--- config.mk ---
export PLATFORM = sky130hd
export DESIGN_NAME = fetch_unit
export DESIGN_NICKNAME = d
export VERILOG_FILES = /design/src/rtl/fetch_unit.sv
export SDC_FILE = /design/constraint.sdc
export NUM_CORES = 1
export LEC_CHECK = 0
export CELL_PAD_IN_SITES_DETAIL_PLACEMENT = 1
export CELL_PAD_IN_SITES_GLOBAL_PLACEMENT = 1
export CORE_UTILIZATION = 28
export DETAILED_ROUTE_END_ITERATION = 16
export GPL_ROUTABILITY_DRIVEN = 0
export PLACE_DENSITY = 0.8
export RECOVER_POWER = 50
export SYNTH_ARGS = -nofsm -noshare
export SYNTH_HDL_FRONTEND = slang
export SYNTH_SLANG_ARGS = --single-unit
--- constraint.sdc ---
create_clock -name clk -period 1.3 [get_ports clk]
set_input_delay 0.39 -clock clk [delete_from_list [all_inputs] [get_ports clk]]
set_output_delay 0.39 -clock clk [all_outputs]
set_load 0.01 [all_outputs]
--- src/rtl/fetch_unit.sv ---
// Instruction fetch: PC, IR capture, stall hold, branch squash, halt drain; one byte per cycle, IR one edge after PC.
// Stall freezes PC/IR until the IR is consumed; optional FETCH_COUNT_EN adds a saturating accepted-fetch counter.
module fetch_unit #(
  parameter logic [7:0] RESET_PC = 8'h00
) (
  input  logic        clk,
  input  logic        rst,
  output logic [7:0]  imem_addr,
  input  logic [7:0]  imem_data,
  input  logic        stall,
  input  logic        branch_taken,
  input  logic [7:0]  branch_target,
  input  logic        halt_req,
  output logic [7:0]  ir,
  output logic        ir_valid,
  output logic [7:0]  ir_pc,
  output logic        halted,
  output logic [15:0] fetch_count
);

  typedef enum logic [1:0] {
    RUN   = 2'd0,
    DRAIN = 2'd1,
    HALT  = 2'd2
  } state_t;

  state_t     state;
  logic [7:0] pc;

  assign imem_addr = pc;

  always_ff @(posedge clk or posedge rst) begin
    if (rst) begin
      state    <= RUN;
      pc       <= RESET_PC;
      ir       <= 8'h00;
      ir_valid <= 1'b0;
      ir_pc    <= 8'h00;
      halted   <= 1'b0;
    end else begin
      case (state)
        RUN: begin
          // Halt outranks a simultaneous branch so the PC stays where it was.
          if (halt_req) begin
            if (!stall) begin
              ir_valid <= 1'b0;
              halted   <= 1'b1;
              state    <= HALT;
            end else begin
              state <= DRAIN;
            end
          end else if (branch_taken) begin
            pc       <= branch_target;
            ir_valid <= 1'b0;
          end else if (!stall) begin
            ir       <= imem_data;
            ir_pc    <= pc;
            ir_valid <= 1'b1;
            pc       <= pc + 8'd1;
          end
        end
        DRAIN: begin
          // Wait for decode to take the pending IR before going quiet.
          if (!stall) begin
            ir_valid <= 1'b0;
            halted   <= 1'b1;
            state    <= HALT;
          end
        end
        HALT: begin
          ir_valid <= 1'b0;
          halted   <= 1'b1;
        end
        default: begin
          state    <= HALT;
          ir_valid <= 1'b0;
          halted   <= 1'b1;
        end
      endcase
    end
  end

`ifdef FETCH_COUNT_EN
  logic        fetch_fire;
  logic [15:0] count_q;

  assign fetch_fire = (state == RUN) && !halt_req && !branch_taken && !stall;

  always_ff @(posedge clk or posedge rst) begin
    if (rst) begin
      count_q <= 16'h0000;
    end else if (fetch_fire && (count_q != 16'hFFFF)) begin
      count_q <= count_q + 16'd1;
    end
  end

  assign fetch_count = count_q;
`else
  assign fetch_count = 16'h0000;
`endif

endmodule
Word-level counts from Yosys, hierarchy flattened:

Index checks and enable logic that the tools add are counted.

* output and inout port bits: 42
* logic and storage cells: 35
* register bits: 28

* muxes and demuxes: 14
* eq/ne operators: 6
* reduce and logical (&&, ||, !) cells: 4
* bitwise logic cells: 4
* add/subtract/negate cells: 1

Operators with widths (count)
* $mux W8: 2
* $add A8 B1 Y8 const B: 1
* $mux W1: 6
* $mux W2: 3
* $pmux W2 S3: 1
* $reduce_and A3 Y1: 2
* $ne A2 B2 Y1 const B: 2
* $ne A4 B4 Y1 const B: 1
* $not A1 Y1: 4
* $pmux W1 S2: 2
* $reduce_and A4 Y1: 1
* $eq A2 B1 Y1 const B: 1
* $eq A2 B2 Y1 const B: 1
* $logic_not A2 Y1: 1
* $ne A2 B1 Y1 const B: 1

Depth between registers and ports, before layout:

Gate-level depths: netlist (run 1).

* depth after elaboration: 4
* mapped depth: 6

Least setup slack after synthesis (run 1):

Ideal clock, no wire load.

* kind: register to register
* start point: reg state[1]
* end point: reg ir[1]
* setup time: 0.125 ns
* stages on the path, launching flop included: 5
* data required time: 1.175 ns
* arrival time: 1.284 ns
* slack: -0.109 ns
* period minus slack after synthesis: 1.409 ns
* buffers on the path: 1
* path through: dfrtp_1 nor3_4 nand3_4 buf_6 mux2_4

* word-level cells in the longest chain between the ends: 2

RTL lines
* start, declared: line 27 `state_t state;`
* start signal, assigned: line 34 `state <= RUN;`
* start signal, assigned: line 48 `state <= HALT;`
* start signal, assigned: line 50 `state <= DRAIN;`
* $logic_not A2 Y1: line 41 `case (state)`
* $reduce_and A4 Y1 (no source line)
* end signal, assigned: line 56 `ir <= imem_data;`
* end, declared: line 14 `output logic [7:0] ir,`

No other way between the ends.
A chain may end at the register's enable or synchronous reset.

Worst setup path in the final report (run 1):

* start point: reg state[1]
* end point: reg pc[6], in the netlist imem_addr[6]

* word-level cells in the longest chain between the ends: 2

RTL lines
* $logic_not A2 Y1: line 41
* $reduce_and A3 Y1 (no source line)
* end signal, assigned: line 53 `pc <= branch_target;`
* end signal, assigned: line 59 `pc <= pc + 8'd1;`
* end, declared: line 28 `logic [7:0] pc;`

No other way between the ends.

==> results of run 1 <==
worst min path at each step:
stage | from | endpoint | depth (start not counted)
floorplan | rst | halted | 1
global placement | halted | halted | 1
detailed placement | halted | halted | 1
CTS | rst | ir[3] | 3
global route | halted | halted | 1
finish | halted | halted | 1
sequential cells by signal, indices dropped and copies added (netlist names):
name / cells
halted: 1
ir: 8
ir_valid: 1
state: 2
imem_addr: 8
ir_pc: 8
report_power, final:
part	switching [mW]	total (mW)	internal (mW)
registers	0.0636	1.03	0.964
logic	0.335	0.723	0.388
clock network	0.293	0.706	0.413
total	0.692	2.46	1.76
per-layer routing:
| layer | vias to the layer above | global-route usage (%) |
|---|---|---|
| met2 | 37 | 32.2 |
| met4 | 0 | 6.75 |
| met1 | 626 | 19.0 |
| met5 | - | 0 |
| met3 | 4 | 3.18 |
| li1 | 580 | - |
per-stage QoR:
stage,hold WS [ns],cell area (um^2)
6_report,0.495,2240
5_1_grt,0.533,2240
4_1_cts,0.444,2260
3_5_place_dp,0.467,2120
3_3_place_gp,0.459,2120
2_1_floorplan,0.455,1480
logic make-up after synthesis:
family	after synthesis
AO/OA/AOI/OAI	25
adder cells (fa/ha/maj)	1
buffers and inverters	23
flip-flops	28
multiplexers	16
other	1
AND/OR/NAND/NOR	31
layout by cell type, fill, tap and decap left out, drive strengths merged:
cell type      synthesis  routed
a21oi                  8       8
a22oi                  1       1
a31oi                  1       1
and3                   2       2
buf                   19      54
bufinv                 0       1
clkbuf                 0      15
clkdlybuf4s15          0       1
clkdlybuf4s50          0      16
conb                   1      16
dfrtp                 28      28
dlygate4sd2            0       1
dlygate4sd3            0       1
dlymetal6s2s           0       1
ha                     1       1
inv                    4       4
mux2                  15      15
mux2i                  1       1
nand2                  6       6
nand3                  5       5
nand4                  1       1
nor2                   4       4
nor3                   7       7
nor3b                  1       1
nor4                   2       2
o21ai                 12      12
o21bai                 1       1
o2bb2ai                1       1
o311ai                 1       1
or2                    1       1
or3                    2       2
what timing repair did:
item,4_1_cts,5_1_grt
pin swaps,4,1
buffers inserted,11,2
gates resized for setup,88,33
setup endpoints to repair,51,40
hold buffers,0,0
cloned,0,0
final cells by class:
cell class,instances,area [um^2]
Fill cell,566,2550
Sequential cell,28,703
Multi-Input combinational cell,89,688
Timing Repair Buffer,86,676
Tap cell,67,83.8
Clock buffer,3,41.3
Clock inverter,1,30.0
Inverter,4,15.0
worst reg2reg max path, cell delays in order (launching register included):
cell     delay, ns
dfrtp_2       0.45
or3_4         0.44
a21oi_4       0.19
a21oi_1       0.11
nor3_1        0.24
==> impl_metrics.csv, run 1 <==
group,metric,value,unit
route,wl_met2,2.44,mm
route,ant_nets,0,
power,power_density,1100,nW/um^2
worst_setup_path,crit_path_cell_trace,"or3_4, a21oi_4, a21oi_1, nor3_1",
sta,fmax,651,MHz
worst_setup_path,worst-r2r-setup-slack,-0.24,ns
placement,dp_hpwl,3.00,mm
synth,synth.most_common_cell,"dfrtp_1",
cells_and_area,antenna_cells,0,
worst_setup_path,critPathBufInv,0,
synth,synth_cell_type_count,33,
worst_setup_path,critPathLaunchType,"flip-flop",
route,wl_per_cell,15.6,um
synth,synth_top_area_cell,"dfrtp_1",
worst_setup_path,endpoint,"imem_addr[6]",
synth,avgSynthCellArea,11.3,um^2
synth,yosysWarnings,0,
worst_setup_path,path_class,"reg -> reg",
die,dieArea,5330,um^2
flow_run,maxCapViolCount,0,
synth,synth_area_leaders,"dfrtp_1 (50%), buf_4 (8.5%), mux2_4 (8.5%), mux2_2 (5.6%), o21ai_0 (3.9%)",
route,vias,1247,
worst_setup_path,required,1.47,ns
clock_network,cts.sinks,28,
sta,period_share,118,%
worst_hold_path,hp-class,"reg -> reg",
synth,ys_seq_elements,28,
worst_setup_path,rr_endpoint,"imem_addr[6]",
sta,worst_slew_pin_slew,0.729,ns
die,num_rows,25,
worst_setup_path,critical_path.max_fanout,4,
sta,slew_violations,0,
route,drt-met1-wl,1.67,mm
sta,finalHoldViolations,0,
placement,pre_cts_slack,-0.708,ns
synth,synth-edff-count,0,
clock_network,tritoncts.num_buffers,3,
placement,placed_cells,261,
synth,synth_flop_cell,"dfrtp_1",
clock_network,cts_tree,"built",
worst_setup_path,max_stage_delay,0.45,ns
route,routed.top_layer,"met4",
cells_and_area,final_util,46.7,%
synth,synth_top_area_share,49.6,%
sta,fin_ws,-0.235,ns
run_status,status,"complete, but fails checks",
worst_setup_path,critPathSlowestCell,"dfrtp_2",
route,via_per_inst,4.49,
worst_setup_path,crit_start,"state[1]",
sta,slew_headroom,51.4,%
power,leakagePower,1.12,nW
placement,port_buffers,46,
clock_network,cts_max_path_buffers,2,
worst_setup_path,worst-path-stages,4,
power,vdd_drop_max,0.395,mV
synth,seq_area_frac_synth,49.6,%
route,drtIter0Drc,22,
clock_network,clkLatencyLatePin,0.28,ns
sta,finalSetupTns,-2.60,ns
grt,gr-usage-all-layers,17.2,%
clock_network,root_buffer,"clkbuf_8",
sta,finalSetupViolations,22,
synth,synth-simple-area-share,13.0,%
power,power,2.46,mW
synth,synthesis.area,1410,um^2
run_status,failed_checks,"setup timing",
die,die_h,73.0,um
route,drc,0,
worst_setup_path,cp-end-kind,"flip-flop",
clock_network,h-tree-depth,1,
worst_setup_path,critPathTopFamily,"simple AND/OR/NAND/NOR gates",
grt,grt_max_degree,29,
cells_and_area,syn_to_final_growth,58.4,%
route,first_pass_iters,4,
cells_and_area,final_cells,278,
worst_setup_path,arrival,1.71,ns
sta,fin_skew,0.00335,ns
worst_setup_path,r2r_start,"state[1]",
sta,post-route-min-period,1.54,ns
synth,async_flop_share,100,%
grt,grt_pass1_vias,1368,
sta,rsz0062_at_grt,"yes",
synth,synth_top_family_by_area,"multiplexers",
synth,synth_mux_area_share,14.8,%
worst_setup_path,reg2reg_depth,4,
die,die_w,73.0,um
grt,grt_overflow,0,
synth,synth_cells,125,
clock_network,clkTransAtPathRegs,0.10,ns
cells_and_area,final_nets,234,
synth,synthTopCellsByCount,"dfrtp_1 (28), buf_4 (16), o21ai_0 (11), mux2_4 (8)",
die,pin_count,63,
route,wl_met3,195,um
synth,synthAdderAreaFrac,0.886,%
die,start_util,29.5,%
grt,grt_pass1_wl,6.76,mm
grt,grt_antenna_before_repair,0,
route,wirelength,4.35,mm
die,core,4790,um^2
cells_and_area,final_layout_size_suffix_gt1_share,49.3,%
synth,synth_xor_area_share,0,%
synth,synth_compound_area_share,10.4,%
No activity file was read; power rests on OpenSTA's default activity.
==> run 2, diff against run 1 <==
CORE_UTILIZATION = 29   (was 28)
CTS_BUF_LIST = sky130_fd_sc_hd__clkbuf_2   (was default)
PLACE_DENSITY = 0.82   (was 0.8)
SLEW_MARGIN = 20   (was default)
clock period = 1.4 ns   (was 1.3 ns; I/O delays follow)
==> run 2 against run 1 <==
The flow still finishes with violations (setup timing). Sequential share of layout area up 0.75 points. Clock power decreased by 57%. Sequential cell count unchanged. Largest power group unchanged. Cell area shrank 2.5%. First-iteration DRC count increased by 41%. Die area fell by 3.4%. Critical path depth grew 1. Sequential power fell by 7%. Global-route usage shrank 1.1 points. Register-to-register slack better by 0.19 ns. Cell count fell by 4.0%. Non-clock buffer count increased by 2.
==> impl_metrics.csv, run 2 (synthesized netlist as in run 1, its figures left out) <==
group,metric,value,unit
run_status,status,"complete, but fails checks",
run_status,failed_checks,"setup timing",
sta,period_share,103,%
route,via_per_inst,4.54,
cells_and_area,design_area,2180,um^2
clock_network,clkTransAtPathRegs,0.25,ns
grt,grt_max_degree,16,
sta,post-route-min-period,1.44,ns
flow_run,maxCapViolCount,0,
route,wl_met3,189,um
clock_network,cts_tree,"built",
grt,grt_pass1_vias,1261,
cells_and_area,fillers,536,
placement,placed_cells,244,
grt,grt_pass1_wl,6.31,mm
clock_network,cts.sinks,28,
cells_and_area,multi_input_area,664,um^2
grt,gr-usage-all-layers,16.1,%
die,die_w,71.8,um
power,leakagePower,1.09,nW
worst_setup_path,critical_path.max_fanout,9,
die,pin_count,63,
sta,fmax,693,MHz
clock_network,tritoncts.num_buffers,3,
clock_network,clkLatencyLatePin,0.37,ns
power,vdd_drop_max,0.470,mV
worst_setup_path,required,1.70,ns
worst_hold_path,hp-class,"reg -> reg",
cells_and_area,final_layout_size_suffix_gt1_share,46.0,%
die,core,4690,um^2
worst_setup_path,critPathLaunchType,"flip-flop",
placement,place_area,2040,um^2
grt,grt_antenna_before_repair,0,
clock_network,cts_max_path_buffers,2,
cells_and_area,syn_to_final_growth,54.4,%
route,wl_per_cell,14.9,um
cells_and_area,regArea,702,um^2
worst_setup_path,cp-end-kind,"flip-flop",
route,drtIter0Drc,31,
route,routed.top_layer,"met4",
route,wl_met2,2.17,mm
die,start_util,30.1,%
placement,pre_cts_slack,-0.543,ns
route,ant_nets,0,
sta,finalHoldViolations,0,
placement,port_buffers,46,
grt,grt_overflow,0,
placement,dp_hpwl,2.86,mm
cells_and_area,antenna_cells,0,
worst_setup_path,path_class,"reg -> reg",
clock_network,cts-hold-fix-buffers,0,
die,dieArea,5150,um^2
die,die_h,71.8,um
sta,fin_skew,0.00347,ns
clock_network,h-tree-depth,1,
route,vias,1212,
sta,rsz0062_at_grt,"yes",
cells_and_area,final_nets,236,
sta,slew_headroom,48.3,%
clock_network,root_buffer,"clkbuf_2",
sta,fin_ws,-0.0433,ns
worst_setup_path,arrival,1.74,ns
route,first_pass_iters,4,
sta,worst_slew_pin_slew,0.775,ns
die,num_rows,25,
cells_and_area,final_common_cell,"buf_4",
sta,finalSetupViolations,18,
route,drc,0,
route,wirelength,3.98,mm
cells_and_area,final_cells,267,
route,drt-met1-wl,1.60,mm
power,power_density,874,nW/um^2
sta,slew_violations,0,
cells_and_area,final_cell_mix,"buf_4 (33), dfrtp_1 (27), buf_2 (22), clkdlybuf4s50_1 (18), conb_1 (16)",
run 2: cell types whose count changed in the layout (fill, tap and decap cells not counted), moves of 2 or more:
cell / before / now
clkbuf_8: 3 / 0
clkbuf_2: 12 / 3
clkbuf_1: 0 / 2
buf_6: 5 / 9
clkdlybuf4s50_1: 16 / 18
buf_2: 14 / 22
run 2: worst paths after layout:
kind                                from            to  slack [ns]  cells past startpoint
worst max-delay path            state[0]  imem_addr[6]       -0.04                      5
worst min-delay path              halted        halted        0.50                      1
worst max register to register  state[0]  imem_addr[6]       -0.04                      5
worst min register to register    halted        halted        0.50                      1
max in group asynchronous            rst  imem_addr[0]        0.21                      3
min in group asynchronous            rst         ir[2]        0.66                      3
run 2: final cells by class:
cell class | instances | area share (%)
Clock inverter | 1 | 0.172
Clock buffer | 3 | 0.688
Inverter | 4 | 0.688
Timing Repair Buffer | 88 | 32.7
Sequential cell | 28 | 32.2
Tap cell | 54 | 3.10
Multi-Input combinational cell | 89 | 30.5
run 2: repair_timing:
item                                    in CTS  in global routing
gates cloned                                 1                  0
setup buffers                               10                  8
pin swaps                                    5                  5
endpoints found under the hold margin        0                  0
endpoints found under the setup margin      45                 49
resized for setup                          111                 17
run 2: worst max-delay path, stage by stage (launching register included):
cell	delay, ns
dfrtp_1	0.49
nor3_4	0.26
buf_6	0.15
o21ai_4	0.09
nor4_1	0.30
nor3_1	0.08
run 2: report_power, final:
part / internal [mW] / switching, mW / leakage [nW]
sequential: 0.898 / 0.0569 / 0.357
combinational: 0.356 / 0.294 / 0.722
clock: 0.0620 / 0.239 / 0.0140
run 2: per-layer routing:
layer / vias up / GRT usage, %
met4: 0 / 3.05
met2: 36 / 29.1
met1: 587 / 19.4
met5: - / 0
met3: 4 / 4.08
li1: 585 / -
run 2: stage by stage:
step                      util, %  hold WS [ns]  total power [mW]  setup TNS (ns)
after floorplan                 -         0.485              1.23         -0.0249
after global routing         46.5         0.530              2.03           -2.73
after global placement       43.5         0.456              1.56          -11.17
after CTS                    43.8         0.321              1.85          -0.224
final                        46.5         0.504              1.91          -0.428
after detailed placement     43.5         0.462              1.59          -12.22
==> run 3, diff against run 2 <==
CTS_BUF_LIST = sky130_fd_sc_hd__clkbuf_4   (was sky130_fd_sc_hd__clkbuf_2)
SETUP_SLACK_MARGIN = 0.4   (was default)
==> run 3 against run 2 <==
The run still ends with setup timing left. Clock skew is 0.0050 ns higher. Cell count is 3.0% higher. Non-clock buffer count is 8 higher. Hold slack better by 0.015 ns. Clock power is 85% higher. Sequential share of layout area is 3.3 points lower. Sequential cell count stayed put. Sequential power is 0.4% higher. Setup slack worse by 0.035 ns. Register-to-register slack worse by 0.04 ns. Combinational power is 18% higher. Critical path type unchanged.
==> impl_metrics.csv, run 3 (synthesized netlist as in run 1, its figures left out) <==
group,metric,value,unit
run_status,failed_checks,"setup timing",
power,power_frac_clock,24.4,%
grt,grt_pass1_wl,6.93,mm
cells_and_area,final_util,52.1,%
power,p_comb_share,33.7,%
clock_network,h-tree-depth,1,
cells_and_area,design_area,2440,um^2
run_status,status,"complete, but fails checks",
clock_network,cts.sinks,28,
grt,busiest_layer,"met2",
power,p_seq_share,42.0,%
die,dieArea,5150,um^2
route,wl_per_cell,17.1,um
route,ant_nets,0,
clock_network,clkTransAtPathRegs,0.16,ns
route,first_pass_iters,4,
cells_and_area,multi_input_area,763,um^2
cells_and_area,final_nets,244,
sta,slew_headroom,57.1,%
sta,finalSetupViolations,22,
clock_network,tritoncts.num_buffers,3,
route,vias,1294,
die,core,4690,um^2
worst_setup_path,path_class,"reg -> reg",
power,p_sw_share,29.7,%
sta,slew_violations,0,
cells_and_area,regArea,707,um^2
power,power_density,935,nW/um^2
worst_hold_path,hp-class,"reg -> reg",
die,pin_count,63,
clock_network,cts_max_path_buffers,2,
clock_network,cts_tree,"built",
route,drtIter0Drc,69,
grt,grt_max_degree,18,
cells_and_area,antenna_cells,0,
sta,worst_slew_pin_slew,0.644,ns
clock_network,root_buffer,"clkbuf_4",
sta,fin_ws,-0.0787,ns
placement,port_buffers,46,
power,leakagePower,1.19,nW
grt,met1_usage,19.9,%
grt,grt_pass1_vias,1368,
grt,grt_overflow,0,
route,via_per_inst,4.71,
grt,grt_antenna_before_repair,0,
grt,grt_util_met2,34.0,%
worst_setup_path,cp-end-kind,"flip-flop",
placement,pre_cts_slack,-0.616,ns
sta,period_share,106,%
sta,post-route-min-period,1.48,ns
power,power,2.29,mW
sta,fmax,676,MHz
die,start_util,30.1,%
sta,rsz0062_at_grt,"yes",
flow_run,maxCapViolCount,0,
grt,gr-usage-all-layers,17.6,%
power,vdd_drop_max,0.576,mV
die,die_h,71.8,um
worst_setup_path,required,1.66,ns
sta,fin_skew,0.00849,ns
worst_setup_path,critPathLaunchType,"flip-flop",
sta,whs,0.518,ns
route,wirelength,4.71,mm
worst_setup_path,critical_path.max_fanout,9,
route,drc,0,
placement,dp_hpwl,2.96,mm
die,die_w,71.8,um
power,power_switching,679,uW
clock_network,clkLatencyLatePin,0.35,ns
cells_and_area,fillers,530,
sta,finalHoldViolations,0,
clock_network,cts-hold-fix-buffers,0,
cells_and_area,final_common_cell,"buf_4",
worst_setup_path,arrival,1.74,ns
cells_and_area,final_cell_mix,"buf_4 (33), dfrtp_1 (23), buf_2 (19), buf_6 (18)",
cells_and_area,final_layout_size_suffix_gt1_share,58.8,%
die,num_rows,25,
placement,place_area,2060,um^2
power,intPower,1.61,mW
cells_and_area,syn_to_final_growth,73.0,%
grt,grt.met3_usage,3.94,%
[run 3: worst max-delay path: stages, from the launching register on]
cell and delay [ns]:
dfrtp_2 0.48, nor3_4 0.29, nand3_4 0.15, buf_12 0.18, mux2_4 0.29
[run 3: stage by stage]
stage               setup TNS (ns)  instances
CTS                         -0.205        263
floorplan                  -0.0249        140
global placement            -10.86        244
global route                 -1.85        275
detailed placement          -11.98        244
finish                       -1.22        275
[run 3: power by group through the flow]
| stage | clock network (mW) | registers [mW] | logic [mW] |
|---|---|---|---|
| floorplan | 0 | 1.03 | 0.203 |
| global placement | 0 | 0.975 | 0.596 |
| detailed placement | 0 | 0.982 | 0.613 |
| CTS | 0.562 | 0.951 | 0.650 |
| global route | 0.602 | 0.969 | 0.833 |
| finish | 0.557 | 0.959 | 0.770 |
[run 3: worst paths after layout]
kind | cells past startpoint | to | startpoint | slack (ns)
max | 4 | ir[2] | state[0] | -0.08
min | 1 | halted | halted | 0.52
max reg2reg | 4 | ir[2] | state[0] | -0.08
min reg2reg | 1 | halted | halted | 0.52
max in group asynchronous | 3 | imem_addr[3] | rst | 0.29
min in group asynchronous | 3 | ir[4] | rst | 0.60
[run 3: routing by layer]
layer / share of wire [%] / vias to the layer above / wire length [um]
li1: - / 600 / -
met1: 39 / 643 / 1840
met2: 55 / 43 / 2600
met3: 3.9 / 8 / 182
met4: 1.9 / 0 / 88
met5: 0 / - / 0
[run 3: final cells by class]
cell class / count / share of cell area (%)
multi-input cells: 89 / 31.2
repair buffers: 96 / 34.3
clock inverters: 1 / 1.23
flip-flops and latches: 28 / 28.9
inverters: 4 / 0.614
well taps: 54 / 2.76
clock buffers: 3 / 0.922
[run 3: timing repair]
action,4_1_cts,5_1_grt
cloned,0,1
buffers inserted,15,11
setup endpoints to repair,54,53
pin swaps,9,10
gates resized for setup,137,30
